File: config.mk
export PLATFORM = sky130hd
export DESIGN_NAME = shift_reg_univ
export DESIGN_NICKNAME = d
export VERILOG_FILES = /design/src/rtl/shift_reg_univ.sv
export SDC_FILE = /design/constraint.sdc
export NUM_CORES = 1
export LEC_CHECK = 0
export CORE_ASPECT_RATIO = 0.8
export CORE_MARGIN = 8
export CORE_UTILIZATION = 39
export DETAILED_ROUTE_END_ITERATION = 6
export PLACE_DENSITY_LB_ADDON = 0.1
export SKIP_CTS_REPAIR_TIMING = 1
export SLEW_MARGIN = 25
export SYNTH_ARGS = -nofsm -noshare
export SYNTH_HDL_FRONTEND = slang
export SYNTH_SLANG_ARGS = --single-unit
File: constraint.sdc
create_clock -name clk -period 2.25 [get_ports clk]
set_input_delay 0.45 -clock clk [delete_from_list [all_inputs] [get_ports clk]]
set_output_delay 0.45 -clock clk [all_outputs]
set_load 0.01 [all_outputs]
File: src/rtl/shift_reg_univ.sv
// shift_reg_univ: parameterised universal shift register.
// Modes: hold, shift right/left, parallel load, clear, optional rotate.
// A shift counter wraps every WIDTH shift steps and pulses frame_done on the wrap.
// Optional feature macro: SHIFT_REG_UNIV_ROTATE_EN. When it is defined, modes 100/101
// rotate. When it is undefined, those modes behave as hold and no rotate logic is built.

// Per-bit next-state selector. Priority order: clear, load, right, left, hold.
module shift_reg_univ_cell (
  input  logic sel_r,
  input  logic sel_l,
  input  logic sel_ld,
  input  logic sel_clr,
  input  logic q,
  input  logic hi,
  input  logic lo,
  input  logic p,
  output logic d
);
  // pick this bit's next value from the decoded operation
  always_comb begin
    d = q;
    if (sel_clr)     d = 1'b0;
    else if (sel_ld) d = p;
    else if (sel_r)  d = hi;
    else if (sel_l)  d = lo;
  end
endmodule

module shift_reg_univ #(
  parameter int               WIDTH     = 8,
  parameter logic [WIDTH-1:0] RESET_VAL = '0,
  parameter int               CW        = $clog2(WIDTH)
) (
  input  logic             clk,
  input  logic             rst,
  input  logic             en,
  input  logic [2:0]       mode,
  input  logic             s_in_msb,
  input  logic             s_in_lsb,
  input  logic [WIDTH-1:0] p_in,
  output logic [WIDTH-1:0] Q,
  output logic             s_out_lsb,
  output logic             s_out_msb,
  output logic [CW-1:0]    cnt,
  output logic             frame_done
);
  localparam logic [CW-1:0] CNT_MAX = CW'(WIDTH - 1);

  logic             sel_r, sel_l, sel_ld, sel_clr, step;
  logic             msb_fill, lsb_fill;
  logic [WIDTH-1:0] hi_src, lo_src, q_next;

  // decode mode into one-hot selects and the serial fill bits
  always_comb begin
    sel_ld   = (mode == 3'b011);
    sel_clr  = (mode == 3'b110);
`ifdef SHIFT_REG_UNIV_ROTATE_EN
    sel_r    = (mode == 3'b001) || (mode == 3'b100);
    sel_l    = (mode == 3'b010) || (mode == 3'b101);
    msb_fill = (mode == 3'b100) ? Q[0] : s_in_msb;
    lsb_fill = (mode == 3'b101) ? Q[WIDTH-1] : s_in_lsb;
`else
    sel_r    = (mode == 3'b001);
    sel_l    = (mode == 3'b010);
    msb_fill = s_in_msb;
    lsb_fill = s_in_lsb;
`endif
    step     = sel_r || sel_l;
  end

  // each bit sees its upper and lower neighbour; the ends take the fill bits
  assign hi_src = {msb_fill, Q[WIDTH-1:1]};
  assign lo_src = {Q[WIDTH-2:0], lsb_fill};

  for (genvar i = 0; i < WIDTH; i++) begin : g_bit
    shift_reg_univ_cell u_cell (
      .sel_r   (sel_r),
      .sel_l   (sel_l),
      .sel_ld  (sel_ld),
      .sel_clr (sel_clr),
      .q       (Q[i]),
      .hi      (hi_src[i]),
      .lo      (lo_src[i]),
      .p       (p_in[i]),
      .d       (q_next[i])
    );
  end

  // register, shift counter and wrap pulse; frame_done is 0 unless this edge wraps
  always_ff @(posedge clk or posedge rst) begin
    if (rst) begin
      Q          <= RESET_VAL;
      cnt        <= '0;
      frame_done <= 1'b0;
    end else begin
      frame_done <= 1'b0;
      if (en) begin
        Q <= q_next;
        if (sel_ld || sel_clr) begin
          cnt <= '0;
        end else if (step) begin
          if (cnt == CNT_MAX) begin
            cnt        <= '0;
            frame_done <= 1'b1;
          end else begin
            cnt <= cnt + CW'(1);
          end
        end
      end
    end
  end

  // serial taps, visible before the edge that shifts them out
  assign s_out_lsb = Q[0];
  assign s_out_msb = Q[WIDTH-1];
endmodule

==> flow_summary.toml <==
[timing]
rsz0062_at_grt = "false"
finalSetupViolCount = 0
hold_violations = 0
post-route-min-period_ps = 1700
maxClockFrequency_mhz = 587
relSlewSlack_pct = 67.8
finalSetupTns_ps = 0
drv_slew = 0
skew_ps = 1.10
tightest_slew_ps = 484
finalWorstSetupSlack_ps = 546
min_period_over_period_pct = 75.7

[run_status]
outcome = "completed"

[floorplanning]
coreArea_sq_um = 1860
io_pins = 30
die_h_um = 55.3
start_util_pct = 40.6
die_w_um = 65.2
num_rows = 14
dieArea_sq_um = 3610

[layout]
n_fill_cell = 184
nets = 113
diodes = 0
drive_gt1_share_pct = 14.0
areaGrowthSynthToFinish_pct = 34.5

[global_route]
first_global_vias = 665
overflow = 0
grt_max_degree = 18
grt.total_usage_pct = 10.7
grt_antenna_before_repair = 0
grt_pass1_wl_mm = 3.09

[place]
hpwlAfterDp_mm = 1.30
gp_congestion = 0.716
io_buffers = 29
place_ws_ps = 281

[synthesis]
synth_edf_count = 0
synth_top_area_cell = "dfrtp_1"
synthCells = 71
synthDistinctLibCells = 19
async_flop_share_pct = 100
synth_fp_nets = 89
yosysSeqAreaShare_pct = 39.8
yosys-top-cells-count = "dfrtp_1 (12), buf_4 (9), a32o_1 (8), mux2i_1 (8), nand2_1 (8)"
yosysWarnings = 0
synth_area_per_cell_sq_um = 10.6
ys_top_cells_by_area = "dfrtp_1 (40%), a32o_1 (11%), mux2i_1 (11%), buf_4 (9.0%), or2_2 (5.0%)"
synth_most_common_cell = "dfrtp_1"
ys_ff_latch = 12
synth_flop_cell = "dfrtp_1"
yosysTopAreaCellShare_pct = 39.8
syn_area_sq_um = 754

[job]
cap_violations = 0

[drt]
drt_iter0_drc = 13
ant_nets = 0
wirelength_mm = 1.72
vias_per_cell = 5.18
remaining_drc_errors = 0
first_pass_iters = 4
num_vias = 606
post_drt_wl_per_cell_um = 14.7

[cts]
clk_latency_ps = 260
cts_made_buffers = 3
cts_sinks = 12
cts.reportedPaths.clkPinSlew_ps = 70
root_buffer = "clkbuf_4"
cts_tree = "done"
cts_max_level = 1
max-clock-path-buffers = 2

[power]
cellLeakagePower_uw = 0.000451
ir_drop_uv = 361
p_per_area_nw_per_um2 = 688

[critical_path]
cp_max_fo = 17
worstSetupPathType = "in -> reg"
endpoint_kind = "flop"
cp.required_ps = 2410
arrival_ps = 1860
worstSetupStartpointType = "primary input"

[min_path]
hold_path.class = "in -> async"
## worst paths after layout
check	slack [ps]	end	cells after the start	start
hold reg to reg	540	Q[7]$_DFFE_PP0P_	1	Q[7]$_DFFE_PP0P_
max in group asynchronous	1450	cnt[2]$_DFFE_PP0P_	2	rst
hold / removal	490	frame_done$_DFF_PP0_	2	rst
setup / recovery	550	cnt[0]$_DFFE_PP0P_	4	mode[0]
min in group clk	540	Q[7]$_DFFE_PP0P_	1	Q[7]$_DFFE_PP0P_
setup reg to reg	1040	cnt[2]$_DFFE_PP0P_	3	cnt[0]$_DFFE_PP0P_
## metrics by stage
| stage | instances | hold WS (ps) | util [%] | instance area [sq um] | power (uW) |
|---|---|---|---|---|---|
| after global placement | 114 | 520 | 53.4 | 992 | 576 |
| after CTS | 117 | 496 | 54.6 | 1010 | 711 |
| final | 117 | 491 | 54.6 | 1010 | 698 |
| after global routing | 117 | 547 | 54.6 | 1010 | 753 |
| after floorplan | 71 | 315 | - | 754 | 469 |
| after detailed placement | 114 | 528 | 53.4 | 992 | 581 |
## report_power, final
part / switching, uW / total [uW] / internal (uW)
Clock: 65.1 / 127 / 61.8
Combinational: 101 / 272 / 172
Sequential: 40.9 / 299 / 258
Total: 207 / 698 / 492
## state kept, by name, summed over array words and instances, names as in the netlist
| signal | count |
|---|---|
| cnt | 3 |
| Q | 8 |
| frame_done | 1 |
## per-layer routing
metal  wire (um)  part of all wire [%]  track usage [%]
met1         824                    48             12.8
met4          21                   1.2             5.59
met3         190                    11             6.24
met2         679                    40             14.4
met5           0                     0                0
## final cells by class
| class | instances | area (sq um) | area share (%) |
|---|---|---|---|
| clock buffer | 3 | 22.5 | 2.22 |
| sequential | 12 | 300 | 29.6 |
| multi-input combinational | 47 | 360 | 35.5 |
| inverter | 1 | 3.75 | 0.370 |
| tap | 24 | 30.0 | 2.96 |
| timing repair buffer | 30 | 298 | 29.3 |
## kinds of logic (layout without fill, tap and decap cells)
logic type	after synthesis	count (layout)	synth area share (%)
AO/OA/AOI/OAI	12	12	15.3
XOR/XNOR	1	1	1.16
adder cells (fa/ha/maj)	2	2	3.32
buffers and inverters	12	34	12.4
flip-flops	12	12	39.8
multiplexers	8	8	10.6
AND/OR/NAND/NOR	24	24	17.4
## critical path, stage by stage
cell	delay [ps]
clkdlybuf4s50_1	540
nor2b_4	360
o21ai_2	230
a22o_1	270
## placed cells by master (no fill, tap or decap), types with 2 or more instances in the layout
master           Yosys  routed
dfrtp_1             12      12
or2_0                2       2
ha_1                 2       2
a32o_1               8       8
clkbuf_4             0       3
or2_2                6       6
mux2i_1              8       8
a22o_1               3       3
nor2_1               3       3
clkdlybuf4s50_1      0      29
nand2_1              8       8
Note: power is estimated with default switching activity, not from simulation.
